$ cat src/rtl/pc_sequencer_if.sv
// Fetch-PC sequencer bundle: hazard/redirect inputs and fetch/flush outputs.
// Optional misaligned-redirect trap signals exist only when PC_MISALIGN_TRAP_EN is defined.
interface pc_sequencer_if;
    logic        stall_i;
    logic        branch_taken_i;
    logic [63:0] branch_target_i;
    logic        jump_i;
    logic [63:0] jump_target_i;
    logic        imem_ready_i;
    logic [63:0] pc_o;
    logic        pc_valid_o;
    logic        flush_ifid_o;
    logic        flush_idex_o;
    logic [31:0] redirect_cnt_o;
`ifdef PC_MISALIGN_TRAP_EN
    logic [63:0] trap_vector_i;
    logic        misalign_o;
`endif

    // master is the sequencer itself; slave is the pipeline/hazard side
    modport master (
        input  stall_i, branch_taken_i, branch_target_i, jump_i, jump_target_i, imem_ready_i,
`ifdef PC_MISALIGN_TRAP_EN
        input  trap_vector_i,
        output misalign_o,
`endif
        output pc_o, pc_valid_o, flush_ifid_o, flush_idex_o, redirect_cnt_o
    );

    modport slave (
        output stall_i, branch_taken_i, branch_target_i, jump_i, jump_target_i, imem_ready_i,
`ifdef PC_MISALIGN_TRAP_EN
        output trap_vector_i,
        input  misalign_o,
`endif
        input  pc_o, pc_valid_o, flush_ifid_o, flush_idex_o, redirect_cnt_o
    );
endinterface

$ cat src/rtl/pc_sequencer.sv
// Fetch program-counter sequencer: boot delay, sequential fetch, stalls, EX redirects and flush strobes.
// Define PC_MISALIGN_TRAP_EN to divert misaligned redirect targets to trap_vector_i.
//
// state | meaning
// BOOT  | post-reset delay, no fetch issued, waits for imem_ready_i after the count
// RUN   | sequential fetch
// STALL | PC held by hazard unit, same address re-fetched
// FLUSH | redirect taken, flush strobes high for FLUSH_CYCLES cycles
module pc_sequencer #(
    parameter logic [63:0] RESET_VECTOR = 64'h0,
    parameter logic [63:0] PC_STEP      = 64'd4,
    parameter int unsigned BOOT_CYCLES  = 2,
    parameter int unsigned FLUSH_CYCLES = 1
) (
    input logic            clock,
    input logic            reset,
    pc_sequencer_if.master bus
);
    typedef enum logic [1:0] {BOOT, RUN, STALL, FLUSH} state_t;

    localparam logic [31:0] BOOT_LAST  = 32'(BOOT_CYCLES - 1);
    localparam logic [1:0]  FLUSH_LAST = 2'(FLUSH_CYCLES - 1);

    state_t      state;
    logic [31:0] boot_cnt;
    logic [1:0]  flush_cnt;
    logic [63:0] pc_q;
    logic        pc_valid_q;
    logic        flush_q;
    logic [31:0] redirect_cnt_q;

    logic        redirect;
    logic        advance;
    logic [63:0] redirect_target;
    logic [63:0] redirect_pc;
`ifdef PC_MISALIGN_TRAP_EN
    logic        misaligned;
    logic        misalign_q;
`endif

    // jump outranks branch when both resolve in the same cycle
    always_comb begin
        redirect        = bus.jump_i | bus.branch_taken_i;
        redirect_target = bus.jump_i ? bus.jump_target_i : bus.branch_target_i;
        advance         = !bus.stall_i && bus.imem_ready_i;
`ifdef PC_MISALIGN_TRAP_EN
        misaligned  = |redirect_target[1:0];
        redirect_pc = misaligned ? bus.trap_vector_i : redirect_target;
`else
        redirect_pc = redirect_target;
`endif
    end

    always_ff @(posedge clock or posedge reset) begin
        if (reset) begin
            state          <= BOOT;
            boot_cnt       <= 32'd0;
            flush_cnt      <= 2'd0;
            pc_q           <= RESET_VECTOR;
            pc_valid_q     <= 1'b0;
            flush_q        <= 1'b0;
            redirect_cnt_q <= 32'd0;
`ifdef PC_MISALIGN_TRAP_EN
            misalign_q     <= 1'b0;
`endif
        end else begin
`ifdef PC_MISALIGN_TRAP_EN
            misalign_q <= 1'b0;
`endif
            case (state)
                BOOT: begin
                    if (boot_cnt >= BOOT_LAST && bus.imem_ready_i) begin
                        state      <= RUN;
                        pc_valid_q <= 1'b1;
                    end else if (boot_cnt < BOOT_LAST) begin
                        boot_cnt <= boot_cnt + 32'd1;
                    end
                end
                default: begin
                    if (redirect) begin
                        pc_q      <= redirect_pc;
                        flush_q   <= 1'b1;
                        flush_cnt <= FLUSH_LAST;
                        state     <= FLUSH;
                        if (redirect_cnt_q != 32'hFFFF_FFFF)
                            redirect_cnt_q <= redirect_cnt_q + 32'd1;
`ifdef PC_MISALIGN_TRAP_EN
                        misalign_q <= misaligned;
`endif
                    end else begin
                        if (advance)
                            pc_q <= pc_q + PC_STEP;
                        if (state == FLUSH) begin
                            if (flush_cnt == 2'd0) begin
                                flush_q <= 1'b0;
                                state   <= bus.stall_i ? STALL : RUN;
                            end else begin
                                flush_cnt <= flush_cnt - 2'd1;
                            end
                        end else begin
                            state <= bus.stall_i ? STALL : RUN;
                        end
                    end
                end
            endcase
        end
    end

    assign bus.pc_o           = pc_q;
    assign bus.pc_valid_o     = pc_valid_q;
    assign bus.flush_ifid_o   = flush_q;
    assign bus.flush_idex_o   = flush_q;
    assign bus.redirect_cnt_o = redirect_cnt_q;
`ifdef PC_MISALIGN_TRAP_EN
    assign bus.misalign_o     = misalign_q;
`endif
endmodule

$ cat src/flat_wrapper.sv
// flat-port wrapper written by rule: the top's interface ports become plain ports
module pc_sequencer_flat 
#(
    parameter logic [63:0] RESET_VECTOR = 64'h0,
    parameter logic [63:0] PC_STEP      = 64'd4,
    parameter int unsigned BOOT_CYCLES  = 2,
    parameter int unsigned FLUSH_CYCLES = 1
)
  (clock, reset, bus_stall_i, bus_branch_taken_i, bus_branch_target_i, bus_jump_i, bus_jump_target_i, bus_imem_ready_i, bus_pc_o, bus_pc_valid_o, bus_flush_ifid_o, bus_flush_idex_o, bus_redirect_cnt_o);
  pc_sequencer_if bus_i ();
  input logic clock;
  input logic reset;
  input wire logic [$bits(bus_i.stall_i)-1:0] bus_stall_i;
  input wire logic [$bits(bus_i.branch_taken_i)-1:0] bus_branch_taken_i;
  input wire logic [$bits(bus_i.branch_target_i)-1:0] bus_branch_target_i;
  input wire logic [$bits(bus_i.jump_i)-1:0] bus_jump_i;
  input wire logic [$bits(bus_i.jump_target_i)-1:0] bus_jump_target_i;
  input wire logic [$bits(bus_i.imem_ready_i)-1:0] bus_imem_ready_i;
  output wire logic [$bits(bus_i.pc_o)-1:0] bus_pc_o;
  output wire logic [$bits(bus_i.pc_valid_o)-1:0] bus_pc_valid_o;
  output wire logic [$bits(bus_i.flush_ifid_o)-1:0] bus_flush_ifid_o;
  output wire logic [$bits(bus_i.flush_idex_o)-1:0] bus_flush_idex_o;
  output wire logic [$bits(bus_i.redirect_cnt_o)-1:0] bus_redirect_cnt_o;
  assign bus_i.stall_i = bus_stall_i;
  assign bus_i.branch_taken_i = bus_branch_taken_i;
  assign bus_i.branch_target_i = bus_branch_target_i;
  assign bus_i.jump_i = bus_jump_i;
  assign bus_i.jump_target_i = bus_jump_target_i;
  assign bus_i.imem_ready_i = bus_imem_ready_i;
  assign bus_pc_o = bus_i.pc_o;
  assign bus_pc_valid_o = bus_i.pc_valid_o;
  assign bus_flush_ifid_o = bus_i.flush_ifid_o;
  assign bus_flush_idex_o = bus_i.flush_idex_o;
  assign bus_redirect_cnt_o = bus_i.redirect_cnt_o;
  pc_sequencer #(.RESET_VECTOR(RESET_VECTOR), .PC_STEP(PC_STEP), .BOOT_CYCLES(BOOT_CYCLES), .FLUSH_CYCLES(FLUSH_CYCLES)) u_core (.clock(clock), .reset(reset), .bus(bus_i));
endmodule
$ cat config.mk
export PLATFORM = sky130hd
export DESIGN_NAME = pc_sequencer_flat
export DESIGN_NICKNAME = d
export VERILOG_FILES = /design/src/rtl/pc_sequencer_if.sv /design/src/rtl/pc_sequencer.sv /design/src/flat_wrapper.sv
export SDC_FILE = /design/constraint.sdc
export NUM_CORES = 1
export LEC_CHECK = 0
export ABC_AREA = 1
export CORE_MARGIN = 5
export CORE_UTILIZATION = 50
export DETAILED_ROUTE_END_ITERATION = 8
export PLACE_DENSITY_LB_ADDON = 0.05
export SYNTH_ARGS = -nofsm -noshare
export SYNTH_HDL_FRONTEND = slang
export SYNTH_SLANG_ARGS = --single-unit
$ cat constraint.sdc
create_clock -name clock -period 5.3 [get_ports clock]
set_input_delay 1.06 -clock clock [delete_from_list [all_inputs] [get_ports clock]]
set_output_delay 1.06 -clock clock [all_outputs]
set_load 0.005 [all_outputs]
==> results of run 1 <==
-- per-layer routing --
metal  part of all wire  global-route usage
met5                  0                   0
met4              0.029              0.0985
met3              0.079              0.0586
met2               0.47               0.480
met1               0.42               0.385
-- cell type report --
type | instances | area [sq um]
sequential | 134 | 3350
inverter | 98 | 370
tap | 225 | 282
timing repair buffer | 240 | 2370
fill | 1564 | 5540
clock inverter | 15 | 173
multi-input combinational | 1041 | 4840
clock buffer | 17 | 425
-- cell families (layout without fill, tap and decap cells) --
family / count (synthesis) / in the layout / share of synthesized area
AOI/OAI and AO/OA: 212 / 212 / 0.131
and+or+nand+nor: 789 / 789 / 0.371
DFF: 134 / 134 / 0.379
xor gates and xnor gates: 34 / 34 / 0.0353
adders and majority gates: 6 / 6 / 0.00848
buffers and inverters: 171 / 370 / 0.0759
-- path summary, 6_finish.rpt --
check	startpoint	to	slack, ns	depth (start not counted)
worst max-delay path	bus_imem_ready_i	u_core.bus.pc_o[43]	2.67	9
worst min-delay path	u_core.boot_cnt[16]	u_core.boot_cnt[16]	0.38	0
worst max register to register	u_core.bus.pc_o[2]	u_core.bus.pc_o[40]	2.97	11
worst min register to register	u_core.boot_cnt[16]	u_core.boot_cnt[16]	0.38	0
max in group asynchronous	reset	u_core.bus.pc_o[50]	3.06	3
min in group asynchronous	reset	u_core.bus.pc_o[27]	1.25	2
-- cells in the mapped netlist (2+ instances only) --
library cell,n
nor2_1,354
nand2_1,313
dfrtp_1,134
a21oi_1,95
inv_1,89
o21ai_0,63
nand3_1,51
clkbuf_1,47
nand4_1,21
xor2_1,18
xnor2_1,14
buf_1,13
nor3_1,12
o21ai_1,11
nand2_2,10
o21bai_1,10
buf_2,9
inv_2,9
a22oi_1,8
a31oi_1,7
nor2_4,7
ha_1,6
o22ai_1,6
nor2_2,5
nand2_4,4
buf_4,3
nor3_2,3
o22a_1,3
o31ai_1,3
and2_1,2
nand3b_1,2
or2_2,2
xor2_2,2
-- power breakdown --
| part | total, mW | switching (mW) | internal [mW] | leakage [nW] |
|---|---|---|---|---|
| Sequential | 1.29 | 0.168 | 1.13 | 1.66 |
| Clock | 1.21 | 0.538 | 0.676 | 0.290 |
| Combinational | 0.806 | 0.391 | 0.415 | 3.15 |
| Total | 3.31 | 1.10 | 2.22 | 5.10 |
-- sequential cells by signal, summed over array words and instances, names as in the netlist --
name                       flops
u_core.bus.redirect_cnt_o     32
u_core.bus.pc_valid_o          1
u_core.bus.flush_idex_o        1
u_core.bus.pc_o               64
u_core.state                   2
u_core.flush_cnt               2
u_core.boot_cnt               32
==> results by group, run 1 <==
Status
  • Status: complete, no violations

Critical path
  • Crit. End Element: register
  • CP Cell Sequence: clkdlybuf4s50_1 > inv_1 > o21ai_1 > nand2_2 > inv_2 > buf_4 > nand2_1 > nand2_1 > nand2_1
  • CP Data Required Time: ~5.6 ns
  • Setup CP Type: primary input to register
  • CP Launch Type: primary input
  • Crit path top cell by count: nand2_1
  • Max incr delay on CP: between 0.5 and 0.6 ns
  • Critical path's slowest cell: inv_2
  • Top delay family on crit path: buffers and inverters
  • CP Buf/Inv Count: 4
  • CP max FO: 43
  • Critical Path AT: around 3 ns

Synthesis
  • Synthesized Nets: about 1,500
  • YS warnings: 0
  • Synth area leader: dfrtp_1
  • Synth top area cells: dfrtp_1 38%, nor2_1 15%, nand2_1 13%
  • Post-synthesis sequential area ratio: 0.379
  • Mapped Area: slightly below 9000 sq um
  • Synth cell types: 43
  • Flops & latches, synth: ~130
  • Mapped Avg Cell Area: 6.58 sq um
  • Ys async rst share: 1.00
  • Post-synth EDFFs: 0
  • Cell count after synthesis: roughly 1,300
  • Top FF cell, synth: dfrtp_1
  • Synth top area share: 0.379

Detailed routing
  • Post-DRT Antenna Nets: 0
  • Final wirelength: 29,600 microns
  • DR pass1 iterations: 5
  • Via count: between 9,000 and 10,000
  • DRC: 0
  • Routed length per instance: ~17 microns
  • Initial drt markers: roughly 730
  • Vias per cell: about 5.3

Timing
  • Final Hold Fails: 0
  • Fin Hold WS: 0.378 ns
  • Final worst clock skew: 0.0147 ns
  • Slew @ Worst Pin: just over 1 ns
  • Period minus WS final: about 2.6 ns
  • Setup ws final: about 2.7 ns
  • # setup viols final: 0
  • Crit share post-route: 0.497
  • Rel. slew slack: 0.324
  • RSZ-0062 raised after global routing: no
  • Final TNS setup: 0 ns
  • Max-slew violation count: 0
  • Achievable Freq: approximately 0.38 GHz

CTS
  • Post-CTS setup buffer count: 0
  • Hold-fix buffers, CTS: 0
  • Skew-Pair Late Insertion Delay: ~0.43 ns
  • Reg clk slew, reported paths: roughly 0.07 ns
  • TritonCTS Buffers: 17
  • Longest Clk Path Bufs: 2
  • # clock sinks: approximately 130
  • CTS tree: built
  • H-Tree Depth: 4
  • Post_cts resized: 0
  • Root Buffer: clkbuf_16

Global routing
  • Wire length of the first global-routing pass: between 40,000 and 50,000 microns
  • Vias in the first global route: around 9,000
  • Initial antenna violation count: 0
  • Largest net degree at the start of global routing: around 80
  • Total global-route track usage: 0.291
  • GRT overflow: 0

Final layout
  • Share of cells above drive strength 1: 0.0576
  • Final instance area: ~12,000 sq um
  • Diode count: 0
  • Post-layout instance count excluding filler cells: ~1,800
  • Area grow syn2layout: 33.4%
  • Core Util, Final: 0.681
  • Leading cell type in the layout, fill and taps excluded: nor2_1
  • Nets: roughly 1,700
  • Most frequent cells in the layout: 353 x nor2_1, 312 x nand2_1, 230 x clkdlybuf4s50_1, 134 x dfrtp_1, 95 x a21oi_1

Place
  • Dpl ws: roughly 2.2 ns
  • Placed cell count: about 1,700
  • IO Port Bufs: 232
  • Post-Place Cell Area: about 11,000 sq um
  • Detailed placement HPWL: about 22,000 microns
  • Routability Congestion: 0.942

Die
  • Die height: 143 microns
  • CORE AREA: around 17,000 sq um
  • Starting Density: 0.510
  • Die W: 143 microns
  • Rows: 48
  • Die Footprint: 20,500 sq um
  • I/O pins: around 230

Power
  • Pwr Total: 3.31 mW
  • Max VDD drop: between 200 and 250 uV
  • Pwr Density: ~280 nW/um^2
  • Leakage Power: around 5 nW

Run
  • Max-cap viol count: 0

Min path
  • Hold Crit Class: register to register
Power figures use the tool's default switching activity.
==> run 2, diff against run 1 <==
--- a/config.mk
+++ b/config.mk
@@ -7,7 +7,7 @@
 export LEC_CHECK = 0
 export ABC_AREA = 1
 export CORE_MARGIN = 5
-export CORE_UTILIZATION = 50
+export CORE_UTILIZATION = 45
 export DETAILED_ROUTE_END_ITERATION = 8
 export PLACE_DENSITY_LB_ADDON = 0.05
 export SYNTH_ARGS = -nofsm -noshare
==> constraint.sdc (replaced) <==
create_clock -name clock -period 2.1 [get_ports clock]
set_input_delay 0.42 -clock clock [delete_from_list [all_inputs] [get_ports clock]]
set_output_delay 0.42 -clock clock [all_outputs]
set_load 0.005 [all_outputs]
==> results by group, run 2 (synthesis gave the netlist of run 1 again) <==
CTS
  • H-Tree Depth: 4 (unchanged)
  • # clock sinks: 134 (unchanged)
  • Reg clk slew, reported paths: 0.07 ns (about the same)
  • CTS tree: built (unchanged)
  • Longest Clk Path Bufs: 2 (unchanged)
  • Skew-Pair Late Insertion Delay: 0.43 ns (about the same)
  • Hold-fix buffers, CTS: 0 (unchanged)
  • TritonCTS Buffers: 17 (unchanged)
  • Root Buffer: clkbuf_16 (unchanged)

Die
  • Starting Density: 0.456 (was 0.510)
  • Die Footprint: 22,600 sq um (was 20,500 sq um)
  • I/O pins: 233 (unchanged)
  • Rows: 51 (was 48)
  • Die height: 150 microns (was 143 microns)
  • CORE AREA: 19,400 sq um (was 17,400 sq um)
  • Die W: 150 microns (was 143 microns)

Global routing
  • Vias in the first global route: 8,956 (was 9,134)
  • Initial antenna violation count: 0 (unchanged)
  • GRT overflow: 0 (unchanged)
  • Total global-route track usage: 0.269 (was 0.291)
  • Largest net degree at the start of global routing: 81 (unchanged)
  • Wire length of the first global-routing pass: 47,500 microns (was 47,100 microns)

Power
  • Max VDD drop: 442 uV (was 250 uV)
  • Pwr Density: 689 nW/um^2 (was 281 nW/um^2)
  • Seq pwr share: 0.384 (was 0.391)
  • Logic pwr share: 0.257 (was 0.243)
  • Pint: 5.70 mW (was 2.22 mW)
  • Clock power frac: 0.358 (was 0.366)
  • Sw frac: 0.323 (was 0.331)
  • Leakage Power: 5.31 nW (was 5.10 nW)
  • Net Switching: 2.72 mW (was 1.10 mW)

Place
  • IO Port Bufs: 232 (unchanged)
  • Detailed placement HPWL: 23,500 microns (was 22,400 microns)
  • Routability Congestion: 0.987 (was 0.942)

Critical path
  • Worst reg2reg setup slack: 0.17 ns (was 2.97 ns)
  • CP Launch Type: register (was primary input)
  • Reg2Reg Launch Point: u_core.bus.pc_o[2] (unchanged)
  • Reg-to-reg endpoint: u_core.bus.pc_o[43] (was u_core.bus.pc_o[40])
  • CP Buf/Inv Count: 2 (was 4)
  • CP Cell Sequence: buf_4 > clkdlybuf4s50_1 (was clkdlybuf4s50_1 > inv_1 > o21ai_1 > nand2_2 > inv_2 > buf_4 > nand2_1 > nand2_1 > nand2_1)
  • Crit. End Element: output pin (was register)
  • Top delay family on crit path: buffers and inverters (unchanged)
  • Max incr delay on CP: 0.51 ns (about the same)
  • CP max FO: 5 (was 43)
  • R2r worst-path depth: 10 (was 11)
  • Setup CP Type: register to output pin (was primary input to register)
  • CP Data Required Time: 1.68 ns (was 5.61 ns)
  • Critical path's slowest cell: clkdlybuf4s50_1 (was inv_2)
  • Critical Path AT: 1.54 ns (was 2.95 ns)

Detailed routing
  • Final wirelength: 30,400 microns (was 29,600 microns)
  • Routed met3 length: 1990 microns (was 2340 microns)
  • Max layer used: met4 (unchanged)
  • Vias per cell: 5.10 (was 5.34)
  • Met2 wire length: 14,100 microns (was 14,000 microns)
  • Post-DRT Antenna Nets: 0 (unchanged)
  • Initial drt markers: 650 (was 732)
  • Routed length per instance: 16.5 microns (was 16.7 microns)
  • Met1 Routed Length: 13,200 microns (was 12,400 microns)
  • DR pass1 iterations: 5 (unchanged)
  • Via count: 9,408 (was 9,456)
  • DRC: 0 (unchanged)

Run
  • Max-cap viol count: 0 (unchanged)

Timing
  • Achievable Freq: a little over 0.5 GHz
  • Final worst clock skew: 0.0122 ns (was 0.0147 ns)
  • RSZ-0062 raised after global routing: no (unchanged)
  • Rel. slew slack: 0.595 (was 0.324)
  • Final Hold Fails: 0 (unchanged)
  • Slew @ Worst Pin: 0.607 ns (was 1.01 ns)
  • Period minus WS final: slightly below 2 ns
  • Final TNS setup: 0 ns (unchanged)
  • # setup viols final: 0 (unchanged)
  • Max-slew violation count: 0 (unchanged)
  • Crit share post-route: 0.933

Min path
  • Hold depth: 0 (unchanged)
  • Hold Crit Class: register to register (unchanged)
  • WHS Endpoint: u_core.boot_cnt[10] (was u_core.boot_cnt[16])
  • Worst Min Path Start: u_core.boot_cnt[10] (was u_core.boot_cnt[16])

Final layout
  • Max reg flops: 64 (unchanged)
  • Layout fillers: 1,836 (was 1,564)
  • Core Util, Final: 0.630 (was 0.681)
  • Share of cells above drive strength 1: 0.0779 (was 0.0576)
  • Nets: 1,706 (was 1,672)
  • Most frequent cells in the layout: 353 x nor2_1, 311 x nand2_1, 230 x clkdlybuf4s50_1, 134 x dfrtp_1, 95 x a21oi_1 (was 353 x nor2_1, 312 x nand2_1, 230 x clkdlybuf4s50_1, 134 x dfrtp_1, 95 x a21oi_1)
  • Leading cell type in the layout, fill and taps excluded: nor2_1 (unchanged)
  • Diode count: 0 (unchanged)
  • Area grow syn2layout: 38.1% (was 33.4%)

Status
  • Status: complete, no violations (unchanged)
[run 2: cell count changes in the layout (fill, tap and decap cells not counted)]
cell	delta
inv_4	-1
buf_12	+9
clkbuf_8	+2
nand2_1	-1
clkinv_8	-1
nand2_2	+1
buf_4	+25
inv_8	-3
clkinv_4	+2
[run 2: what timing repair did]
action / 4_1_cts / 5_1_grt
setup buffers: 0 / 0
resized for setup: 0 / 1
endpoints found under the setup margin: 0 / 2
[run 2: worst max-delay path by stage]
stage,start,end,cells past startpoint
6_report,u_core.bus.pc_o[28],bus_pc_o[28],2
3_5_place_dp,bus_stall_i,u_core.bus.pc_o[7],7
4_1_cts,u_core.bus.pc_o[24],bus_pc_o[24],1
3_3_place_gp,bus_imem_ready_i,u_core.bus.pc_o[7],8
5_1_grt,u_core.bus.redirect_cnt_o[0],u_core.bus.redirect_cnt_o[20],11
2_1_floorplan,reset,u_core.boot_cnt[0],1
[run 2: area by class of cell]
cell class,instances,area (sq um),area share
multi-input cells,1041,4840,0.396
flip-flops and latches,134,3350,0.274
repair buffers,274,2740,0.224
clock buffers,19,453,0.0371
inverters,98,372,0.0304
well taps,265,332,0.0271
clock inverters,12,133,0.0108
[run 2: metal layers]
layer | up-vias | global-route usage
li1 | 4737 | -
met1 | 4315 | 0.356
met2 | 305 | 0.435
met3 | 51 | 0.0593
met4 | 0 | 0.0988
met5 | - | 0
[run 2: power by group through the flow]
stage               Combinational [mW]  Clock, mW  Sequential [mW]
CTS                               2.18       3.07             3.23
global route                      2.40       3.16             3.28
global placement                  2.15          0             3.27
detailed placement                2.17          0             3.27
finish                            2.17       3.02             3.24
floorplan                        0.997          0             3.19
[run 2: metrics by stage]
stage	total power [mW]	std cells	hold slack (ns)	instance area, sq um	setup WS [ns]
2_1_floorplan	4.19	1346	0.429	8860	0.0148
3_3_place_gp	5.41	1812	0.365	11600	0.0883
3_5_place_dp	5.43	1812	0.366	11600	0.0678
4_1_cts	8.47	1843	0.380	12200	0.139
5_1_grt	8.83	1843	0.388	12200	0.0137
6_report	8.42	1843	0.376	12200	0.141
==> edit 1, RTL diff (flow settings as in run 1) <==
Reset style: synchronous (`reset`), changed in one clocked block.
--- a/src/rtl/pc_sequencer.sv
+++ b/src/rtl/pc_sequencer.sv
@@ -51,7 +51,7 @@
 `endif
     end
 
-    always_ff @(posedge clock or posedge reset) begin
+    always_ff @(posedge clock) begin
         if (reset) begin
             state          <= BOOT;
             boot_cnt       <= 32'd0;
Check against the original RTL: differs if reset is asserted again (counterexample within 4 cycles, from zero or initial values and one cycle with reset high); with reset held inactive, the same outputs for 4 cycles.
==> edit 1 against run 1 <==
Power grew 11%. Area after synthesis shrank 0.34%. Cell area is essentially flat. Wire length grew 5.9%. Synthesized cell count grew 13%. Sequential cell count is the same. Setup slack lost 0.85 ns. Non-clock buffer count shrank 1. Critical path type unchanged. Largest power group unchanged.
==> edit 1: results <==
[run_status]
result_of_the_run = "complete, no violations"

[place]
dp.cells = 1926
placement.setup.worst_slack_ns = 1.41
routabilityCongestion = 1.02
place.detailed.hpwl_mm = 23.5
placedInstanceArea_um2 = 11200

[setup_path]
worst_r2r_path_depth = 7
crit_path_top_delay_cell = "sky130_fd_sc_hd__buf_4"
timing.critical_path.to = "u_core.bus.pc_o[29]"
path_max_fanout = 46
critical_path.reg2reg.startpoint = "u_core.state[0]"
setup.reg_to_reg.worst_slack_ns = 2.44
worst-endpoint-arrival_ns = 3.79
critPathLaunchType = "primary input"
critPathMaxStageDelay_ns = 0.48
critPathLaunch = "bus_branch_taken_i"

[logic_synthesis]
synth_top_cells_by_count = "394 x sky130_fd_sc_hd__nand2_1, 394 x sky130_fd_sc_hd__nor2_1, 134 x sky130_fd_sc_hd__a21oi_1, 134 x sky130_fd_sc_hd__dfxtp_1, 108 x sky130_fd_sc_hd__inv_1"
post_synth_fa_ha_maj_area_fraction = 0.00851
synth-async-reset-ratio = 0
yosys-top-cells-area = "sky130_fd_sc_hd__dfxtp_1 30%, sky130_fd_sc_hd__nand2_1 17%, sky130_fd_sc_hd__nor2_1 17%"
syn-mean-instance-area_um2 = 5.79
share_of_the_synthesized_area_in_compound_gates_ao_oa_aoi_oai = 0.159
synth.distinct_cells = 36
synth_flop_cell = "sky130_fd_sc_hd__dfxtp_1"
seq_area_frac_synth = 0.304
synth-xor-area-share = 0.0337

[clock_tree]
cts_buf_count = 17
postCtsSetupBuffers = 0

[routing]
post_detailed_route_via_to_cell_ratio = 5.38
route.detailed.wl_per_inst_um = 16.0

[global_routing]
pin_count_of_the_biggest_net_entering_global_routing = 70
wire_length_of_the_first_global_routing_pass_mm = 49.7
overall_global_routing_usage = 0.302
first_global_vias = 9689

[power_and_ir_drop]
power_leakage_nw = 4.21
vdd_drop_max_mv = 0.209

[worst_hold_path]
worst_hold_startpoint = "u_core.boot_cnt[30]"

[sta]
hold-worst-slack_ns = 0.422
finalWorstPathRequiredPeriod_ns = 3.48
worst_clock_skew_ns = 0.0146
max_slew_margin = 0.294

[cells_and_area]
layout-drive-gt1-share = 0.0352
final-instance-count-excl-fill = 1958
==> edit 1: changes by cell type in the layout (fill, tap and decap cells not counted), moves of 9 or more <==
cell                      change
sky130_fd_sc_hd__a21oi_1     +39
sky130_fd_sc_hd__a31oi_1      +9
sky130_fd_sc_hd__dfrtp_1    -134
sky130_fd_sc_hd__dfxtp_1    +134
sky130_fd_sc_hd__inv_1       +20
sky130_fd_sc_hd__nand2_1     +82
sky130_fd_sc_hd__nor2_1      +41
sky130_fd_sc_hd__o21ai_0     +44
sky130_fd_sc_hd__o21ai_1     -11
==> edit 1: report_power, final <==
group / internal, mW / switching [mW] / leakage (nW)
Combinational: 0.502 / 0.547 / 2.81
Sequential: 1.15 / 0.211 / 1.10
Clock: 0.722 / 0.552 / 0.304
Total: 2.37 / 1.31 / 4.21
==> edit 1: worst min-delay path by stage <==
stage                                     end  cells past startpoint
after floorplan           u_core.boot_cnt[13]                      2
after global placement     u_core.boot_cnt[3]                      2
after detailed placement  u_core.boot_cnt[13]                      2
after CTS                 u_core.boot_cnt[30]                      2
after global routing       u_core.boot_cnt[4]                      2
final                     u_core.boot_cnt[30]                      2
==> edit 1: per-layer routing <==
metal	wire [um]	global-route usage	share of wire	up-vias
met5	0	0	0	-
met4	732	0.0955	0.023	0
met3	3010	0.0710	0.096	55
met2	13900	0.477	0.44	464
met1	13800	0.409	0.44	4717
li1	-	-	-	5289
==> edit 1: cells by family after synthesis <==
kind of cell | count (synthesis)
buffers and inverters | 171
AOI/OAI and AO/OA | 268
adders and majority gates | 6
xor gates and xnor gates | 34
and+or+nand+nor | 910
DFF | 134
==> edit 1: cell type report <==
type                       instances  area, um^2
clock buffer                      17         425
sequential                       134        2680
clock inverter                    15         203
tap                              225         282
inverter                         110         413
timing repair buffer             239        2360
multi-input combinational       1218        5450
fill                            1578        5480
==> edit 2, RTL diff (flow settings as in run 1) <==
Without the edit above. Re-encode `state_t` (4 states) as one-hot, 4 bits wide.
--- a/src/rtl/pc_sequencer.sv
+++ b/src/rtl/pc_sequencer.sv
@@ -16,7 +16,7 @@
     input logic            reset,
     pc_sequencer_if.master bus
 );
-    typedef enum logic [1:0] {BOOT, RUN, STALL, FLUSH} state_t;
+    typedef enum logic [3:0] {BOOT = 4'b0001, RUN = 4'b0010, STALL = 4'b0100, FLUSH = 4'b1000} state_t;
 
     localparam logic [31:0] BOOT_LAST  = 32'(BOOT_CYCLES - 1);
     localparam logic [1:0]  FLUSH_LAST = 2'(FLUSH_CYCLES - 1);
Formal check against the unedited RTL: same outputs for any inputs over 4 cycles, from zero or initial values and one cycle with reset high; so few cycles prove little.
==> edit 2 against run 1 <==
Power shrank 0.17%. Setup slack lost 0.60 ns. Critical endpoint is now u_core.bus.pc_o[41]. Wire length grew 0.33%. Clock power grew 6%. Die area shrank 1.1%. Maximum frequency shrank 18%. Via count shrank 1.1%. Synthesized cell count shrank 6.2%. Largest power group unchanged. Highest routed layer unchanged. Cell area shrank 0.67%. Sequential cell count grew 2. Area after synthesis shrank 1.2%. Register-to-register slack lost 0.06 ns. Sequential share of layout area grew 0.63 points.
==> edit 2: results <==
[power_and_ir_drop]
power_leakage_nw = 5.04
vdd_drop_max_mv = 0.236

[routing]
detail_route.first_pass.iterations = 6
met3_wl_mm = 2.98
wl_met2_mm = 13.3
routed_wirelength_mm = 29.7
wirelength_met1_mm = 12.9
drtIter0Drc = 652

[logic_synthesis]
synth_top_cells_by_count = "357 x sky130_fd_sc_hd__nand2_1, 236 x sky130_fd_sc_hd__nor2_1, 135 x sky130_fd_sc_hd__dfrtp_1, 93 x sky130_fd_sc_hd__inv_1, 52 x sky130_fd_sc_hd__o21ai_0"
seq_area_frac_synth = 0.389
synth.distinct_cells = 45
yosys-top-cells-area = "sky130_fd_sc_hd__dfrtp_1 39%, sky130_fd_sc_hd__nand2_1 15%, sky130_fd_sc_hd__nor2_1 10%"
synth_nets = 1403

[sta]
worst_clock_skew_ns = 0.0123
layout_setup_ws_ns = 2.07

[global_routing]
wire_length_of_the_first_global_routing_pass_mm = 47.0
first_global_vias = 8874
pin_count_of_the_biggest_net_entering_global_routing = 76

[place]
place.detailed.hpwl_mm = 22.5
placement.setup.worst_slack_ns = 1.64
routabilityCongestion = 0.977

[setup_path]
critPathLaunch = "bus_branch_taken_i"
path_max_fanout = 51
worst_r2r_path_depth = 9
end_of_the_worst_register_to_register_path = "u_core.bus.pc_o[58]"
worst-endpoint-arrival_ns = 3.55

[cells_and_area]
final_nets = 1593
layout-drive-gt1-share = 0.0539

[run_status]
result_of_the_run = "complete, no violations"

[clock_tree]
post_cts_resized = 0
edit 2: cells by family (layout without fill, tap and decap cells):
group | count (synthesis) | count (layout) | synth area share
AOI/OAI and AO/OA | 201 | 201 | 0.147
xor gates and xnor gates | 37 | 37 | 0.0370
adders and majority gates | 6 | 6 | 0.00858
buffers and inverters | 165 | 368 | 0.0755
DFF | 136 | 136 | 0.389
and+or+nand+nor | 718 | 718 | 0.343
edit 2: metal layers:
| layer | up-vias | track usage |
|---|---|---|
| met5 | - | 0 |
| met4 | 0 | 0.0645 |
| li1 | 4524 | - |
| met1 | 4344 | 0.410 |
| met2 | 446 | 0.453 |
| met3 | 39 | 0.0830 |
edit 2: worst min path at each step:
stage / from / end / slack [ns] / depth (start not counted)
CTS: u_core.boot_cnt[20] / u_core.boot_cnt[20] / 0.38 / 0
global placement: u_core.boot_cnt[25] / u_core.boot_cnt[25] / 0.37 / 0
floorplan: u_core.boot_cnt[10] / u_core.boot_cnt[10] / 0.43 / 1
global route: u_core.boot_cnt[18] / u_core.boot_cnt[18] / 0.39 / 0
finish: u_core.boot_cnt[22] / u_core.boot_cnt[22] / 0.38 / 0
detailed placement: u_core.boot_cnt[7] / u_core.boot_cnt[7] / 0.37 / 0
edit 2: per-stage QoR:
step / instance area [um^2] / cells
finish: 11700 / 1691
floorplan: 8750 / 1263
global route: 11700 / 1691
detailed placement: 11100 / 1659
global placement: 11100 / 1659
CTS: 11700 / 1691
edit 2: area by class of cell:
class	instances	area, um^2
clock buffers	17	425
clock inverters	15	205
multi-input cells	962	4690
fillers	1522	5500
flip-flops and latches	136	3400
inverters	98	372
repair buffers	238	2360
well taps	225	282
edit 2: power by group:
group          internal, mW  leakage, nW  total (mW)  switching, mW
Combinational         0.388         3.00       0.721          0.333
Clock                 0.725        0.310        1.28          0.555
Sequential             1.14         1.73        1.31          0.169
Total                  2.25         5.04        3.31           1.06
edit 2: critical path: stages:
cell                              delay, ns
sky130_fd_sc_hd__clkdlybuf4s50_1       0.52
sky130_fd_sc_hd__nor2_4                0.05
sky130_fd_sc_hd__buf_4                 0.31
sky130_fd_sc_hd__o21ai_0               0.15
sky130_fd_sc_hd__nand2_1               0.11
sky130_fd_sc_hd__inv_2                 0.51
sky130_fd_sc_hd__buf_4                 0.50
sky130_fd_sc_hd__o21ai_0               0.18
sky130_fd_sc_hd__nand2_1               0.10
sky130_fd_sc_hd__nand2_1               0.05
